### config.mk
export PLATFORM = sky130hd
export DESIGN_NAME = button_flag_bank
export DESIGN_NICKNAME = d
export VERILOG_FILES = /design/src/rtl/button_flag_bank.sv
export SDC_FILE = /design/constraint.sdc
export NUM_CORES = 1
export LEC_CHECK = 0
export BUFFER_PORTS_ARGS = -buffer_cell sky130_fd_sc_hd__buf_2
export CORE_AREA = 2 2 39 41
export CTS_BUF_LIST = sky130_fd_sc_hd__clkbuf_16
export DETAILED_ROUTE_END_ITERATION = 10
export DIE_AREA = 0 0 41 43
export HOLD_SLACK_MARGIN = 0.06
export PLACE_DENSITY = 0.65
export SETUP_SLACK_MARGIN = 0.5
export SLEW_MARGIN = 20
export SYNTH_ARGS = -nofsm -noshare
export SYNTH_HDL_FRONTEND = slang
export SYNTH_SLANG_ARGS = --single-unit
### constraint.sdc
create_clock -name clk -period 3.5 [get_ports clk]
set_input_delay 0.35 -clock clk [delete_from_list [all_inputs] [get_ports clk]]
set_output_delay 0.35 -clock clk [all_outputs]
set_load 0.02 [all_outputs]
### src/rtl/button_flag_bank.sv
// Debounced multi-channel push-button bank with press and long-press pulses.
// Long-press logic is present only when BTN_FLAG_LONG_PRESS_EN is defined.
module button_flag_bank #(
  parameter int CH          = 2,
  parameter int DB_CYCLES   = 4,
  parameter int LONG_CYCLES = 16
) (
  input  logic          clk,
  input  logic          rst_sw,
  input  logic [CH-1:0] bt_in,
  output logic [CH-1:0] level,
  output logic [CH-1:0] flag,
  output logic [CH-1:0] long_flag,
  output logic          any_flag
);

  localparam int DBW = $clog2(DB_CYCLES + 1);
  localparam logic [DBW-1:0] DB_LAST = DBW'(DB_CYCLES - 1);

  logic [CH-1:0]  r_sync1;
  logic [CH-1:0]  r_sync2;
  logic [CH-1:0]  r_level;
  logic [CH-1:0]  r_flag;
  logic [DBW-1:0] r_db_cnt [CH];
  logic [CH-1:0]  w_toggle;

  // A channel flips when its mismatch count is about to reach DB_CYCLES
  always_comb begin
    w_toggle = '0;
    for (int i = 0; i < CH; i++) begin
      w_toggle[i] = (r_sync2[i] != r_level[i]) &&
                    (r_db_cnt[i] == DB_LAST);
    end
  end

  // Two-flop synchroniser for the raw asynchronous inputs
  always_ff @(posedge clk or negedge rst_sw) begin
    if (!rst_sw) begin
      r_sync1 <= '0;
      r_sync2 <= '0;
    end else begin
      r_sync1 <= bt_in;
      r_sync2 <= r_sync1;
    end
  end

  // Debounce counters: count mismatch cycles, clear on match or accept
  always_ff @(posedge clk or negedge rst_sw) begin
    if (!rst_sw) begin
      for (int i = 0; i < CH; i++) r_db_cnt[i] <= '0;
    end else begin
      for (int i = 0; i < CH; i++) begin
        if ((r_sync2[i] == r_level[i]) || w_toggle[i])
          r_db_cnt[i] <= '0;
        else
          r_db_cnt[i] <= r_db_cnt[i] + DBW'(1);
      end
    end
  end

  // Accepted level and rising-edge press pulse, updated on the same edge
  always_ff @(posedge clk or negedge rst_sw) begin
    if (!rst_sw) begin
      r_level <= '0;
      r_flag  <= '0;
    end else begin
      r_level <= r_level ^ w_toggle;
      r_flag  <= w_toggle & ~r_level;
    end
  end

`ifdef BTN_FLAG_LONG_PRESS_EN
  localparam int LW = $clog2(LONG_CYCLES + 1);
  localparam logic [LW-1:0] LONG_MAX  = LW'(LONG_CYCLES);
  localparam logic [LW-1:0] LONG_LAST = LW'(LONG_CYCLES - 1);

  logic [LW-1:0] r_hold [CH];
  logic [CH-1:0] r_long;

  // Hold counters saturate, so the long pulse fires once per press
  always_ff @(posedge clk or negedge rst_sw) begin
    if (!rst_sw) begin
      for (int i = 0; i < CH; i++) r_hold[i] <= '0;
      r_long <= '0;
    end else begin
      for (int i = 0; i < CH; i++) begin
        if (!r_level[i])
          r_hold[i] <= '0;
        else if (r_hold[i] != LONG_MAX)
          r_hold[i] <= r_hold[i] + LW'(1);
        r_long[i] <= r_level[i] && (r_hold[i] == LONG_LAST);
      end
    end
  end

  assign long_flag = r_long;
`else
  assign long_flag = '0;
`endif

  assign level    = r_level;
  assign flag     = r_flag;
  assign any_flag = |r_flag;

endmodule

# --- Yosys cells after proc, flatten, opt, wreduce, memory -nomap -nowiden ---
# Cells that the tools add are included.
op_classes:
  n_mux: 2
  n_reduce_logical: 5
  n_bitwise: 3
  eq_ne: 6
  addsub: 2
ops:
  columns: ["cell", "count"]
  rows:
  - ["$add 3x1->3 const B", 2]
  - ["$eq 3x2->1 const B", 2]
  - ["$mux 3", 2]
  - ["$and 2x2->2", 1]
  - ["$eq 1x1->1", 2]
  - ["$logic_and 1x1->1", 2]
  - ["$logic_or 1x1->1", 2]
  - ["$ne 1x1->1", 2]
  - ["$not 2->2", 1]
  - ["$reduce_or 2->1", 1]
  - ["$xor 2x2->2", 1]
word_totals:
  word_cells: 24
  out_inout_bits: 7
  input_bits: 4
  ff_bits: 14

# --- Longest topological paths before layout ---
depth:
  ltp_word: 4
  ltp_mapped: 4
  depth_no_buf: 4

# --- Worst setup path after synthesis ---
# No wires, ideal clock.
synth_path:
  kind: "flip-flop to flip-flop"
  start: "register r_db_cnt[3] (netlist bit)"
  end: "register (tool-made name)"
  required_time_ns: 3.375
  path_stages_with_launch: 4
  slack_ns: 2.334
  setup_ns: 0.125
  arrival_time_ns: 1.041
  cell_sequence: "dfrtp_1 ha_1 ha_1 mux2_2"
synth_rtl:
  columns: ["item", "line_no", "source"]
  rows:
  - ["start, declared", "24", "logic [DBW-1:0] r_db_cnt [CH];"]
  - ["start signal, assigned by index", "56", "r_db_cnt[i] <= r_db_cnt[i] + DBW'(1);"]

# --- Worst setup path in the final report ---
layout_path:
  start: "register r_flag[1], in the netlist flag[1]"
  end: "output any_flag"
layout_via:
  elab_chain_len: 1
layout_lines:
  columns: ["item", "line_no", "source"]
  rows:
  - ["start, declared", "23", "logic [CH-1:0] r_flag;"]
  - ["start signal, assigned", "68", "r_flag <= w_toggle & ~r_level;"]
  - ["$reduce_or 2->1", "103", "assign any_flag = |r_flag;"]
  - ["end, declared", "14", "output logic any_flag"]
# Every way passes these cells.

==> impl_metrics.csv <==
group,metric,value,unit
floorplanning,die_h,43,um
hold_path,worstHoldPathType,"in -> reg",
layout,regArea,350,um2
setup_path,worst-setup-path-type,"reg -> out",
grt,grt_usage,10.9,%
cts,htree_levels,1,
placement,io_buffers,8,
synthesis,ys.warnings.count,0,
sta,clock_skew,0.000744,ns
grt,grt_pass1_wl,1150,um
synthesis,ys_ff_latch,14,
layout,final_common_cell,"dfrtp_1",
layout,layout_common_cells,"dfrtp_1, buf_2, nor3_1, ha_1",
setup_path,start_kind,"flop",
synthesis,synthAdderAreaFrac,9.41,%
floorplanning,start_util,38.4,%
synthesis,synth_area,532,um2
synthesis,ys_seq_area_share,65.9,%
synthesis,synth_compound_area_share,0.941,%
setup_path,crit_end,"any_flag",
layout,finish.utilization,48.4,%
setup_path,crit_path_max_incr_delay,0.36,ns
setup_path,critPathBufInv,1,
grt,grt-ovfl-total,0,
setup_path,cp.required,3.15,ns
layout,diodes,0,
layout,multi_input_area,159,um2
floorplanning,core_area,0.00138,mm2
cts,post_cts_resized,0,
layout,fillCellCount,126,
synthesis,syn_inst,38,
synthesis,ys_top_cells_by_area,"dfrtp_1, ha_1, nor3b_2",
setup_path,path_max_fanout,2,
cts,cts_root_buffer,"clkbuf_16",
status,status,"finished clean",
routing,drc,0,
setup_path,critical_path.slowest_cell,"dfrtp_1",
power,peakVddDrop,458,uV
flow_run,cap_violations,0,
sta,timing.final.hold_violations,0,
synthesis,synth_top_family_by_area,"simple AND/OR/NAND/NOR gates",
synthesis,syn_area_per_cell,14.0,um2
routing,wl,655,um
setup_path,crit_chain,"or2_2, buf_2",
layout,nets,59,
routing,drt_iter0_markers,2,
grt,grt_antenna_before_repair,0,
setup_path,critPathArrivalTime,1.04,ns
setup_path,cp.depth,2,
routing,dr.pass1.iters,2,
synthesis,yosys.area_share.simple,12.7,%
placement,dp_hpwl,468,um
power,powerDensity,842,mW/mm2
routing,via_per_inst,4.36,
routing,avgRoutedWirePerCell,9.92,um
layout,drive_gt1_share,30.0,%
cts,clkSinkCount,14,
floorplanning,fp-row-count,14,
cts,cts_made_buffers,3,
setup_path,r2r_slack,2.28,ns
sta,rsz0062_at_grt,"false",
setup_path,critical_path.top_delay_family,"flip-flops",
routing,ant_nets,0,
cts,postCtsSetupBuffers,0,
sta,finalCriticalPeriod,1.39,ns
floorplanning,die_area,0.00176,mm2
routing,vias,288,
setup_path,crit_start,"flag[1]",
cts,clock_path_buffers,2,
sta,report.final.slew_viol_count,0,
grt,grt_pass1_vias,262,
synthesis,synthXorXnorAreaFrac,3.29,%
sta,setup-violations-final,0,
floorplanning,die_w,41,um
sta,tns,0,ns
cts,cts_tree,"done",
synthesis,yosys.area.top_type,"dfrtp_1",
cts,cts.clk_slew.worst_paths,0.04,ns
setup_path,r2r-start,"r_db_cnt[3]",
sta,finalCritPeriodShare,39.7,%
cts,postCtsHoldBufs,1,
synthesis,synthMuxAreaShare,2.12,%
floorplanning,pin_count,11,
setup_path,reg2regPathDepth,3,
power,leakagePower,0.340,nW
synthesis,synth_top_cell_area_share,65.9,%
grt,grt_max_degree,15,
layout,area.growth.synth_to_final,25.9,%
sta,fmax,720,MHz
synthesis,ys_types,14,
setup_path,end_kind,"output pin",
placement,gp_congestion,0.649,
cts,clk-insertion-delay-late,0.24,ns
[through the flow]
step	hold WS [ns]	cells	setup WS, ns	total power, mW	cell area, um2
6_report	0.211	66	2.11	0.564	669
5_1_grt	0.204	66	2.07	0.603	669
4_1_cts	0.206	66	2.10	0.573	669
3_5_place_dp	0.252	61	2.28	0.355	581
3_3_place_gp	0.255	61	2.32	0.352	581
2_1_floorplan	0.0544	39	2.33	0.320	536
[cell families after synthesis]
kind of cell | count (synthesis)
buffers and inverters | 5
multiplexers | 1
adder cells (fa/ha/maj) | 4
XOR/XNOR | 2
AND/OR/NAND/NOR | 10
other | 1
AO/OA/AOI/OAI | 1
flip-flops | 14
[how the worst min path moves through the flow]
stage	startpoint	endpoint	slack [ns]	cells after the start
5_1_grt	bt_in[0]	r_sync1[0]	0.20	1
6_report	bt_in[1]	r_sync1[1]	0.21	1
3_5_place_dp	rst_sw	r_db_cnt[3]	0.25	1
2_1_floorplan	rst_sw	async pin	0.05	0
3_3_place_gp	rst_sw	r_db_cnt[3]	0.26	1
4_1_cts	bt_in[0]	r_sync1[0]	0.21	1
[cell type report]
class | instances | area share [%]
Multi-Input combinational cell | 20 | 23.7
Timing Repair Buffer | 9 | 7.48
Clock buffer | 3 | 11.2
Clock inverter | 1 | 0.561
Inverter | 3 | 1.68
Sequential cell | 14 | 52.3
Tap cell | 16 | 2.99
[routing by layer]
metal	wire, um	up-vias	track usage [%]
met5	0	-	0
met4	31	0	10.0
met3	56	5	6.28
met2	266	11	12.5
met1	300	128	13.6
li1	-	144	-
[synthesized netlist by cell type (all sizes together)]
master  number
o21ai        1
buf          2
xnor2        2
nor2         1
nor3b        2
nand2        1
mux2         1
and3b        1
inv          3
or2          1
ha           4
conb         1
nor3         4
dfrtp       14
[report_power, final]
| group | internal (mW) | total, mW | switching, mW | leakage [nW] |
|---|---|---|---|---|
| clock network | 0.151 | 0.213 | 0.0625 | 0.0385 |
| logic | 0.0592 | 0.126 | 0.0666 | 0.123 |
| registers | 0.202 | 0.225 | 0.0228 | 0.178 |
| total | 0.412 | 0.564 | 0.152 | 0.340 |
Power figures use the tool's default switching activity.
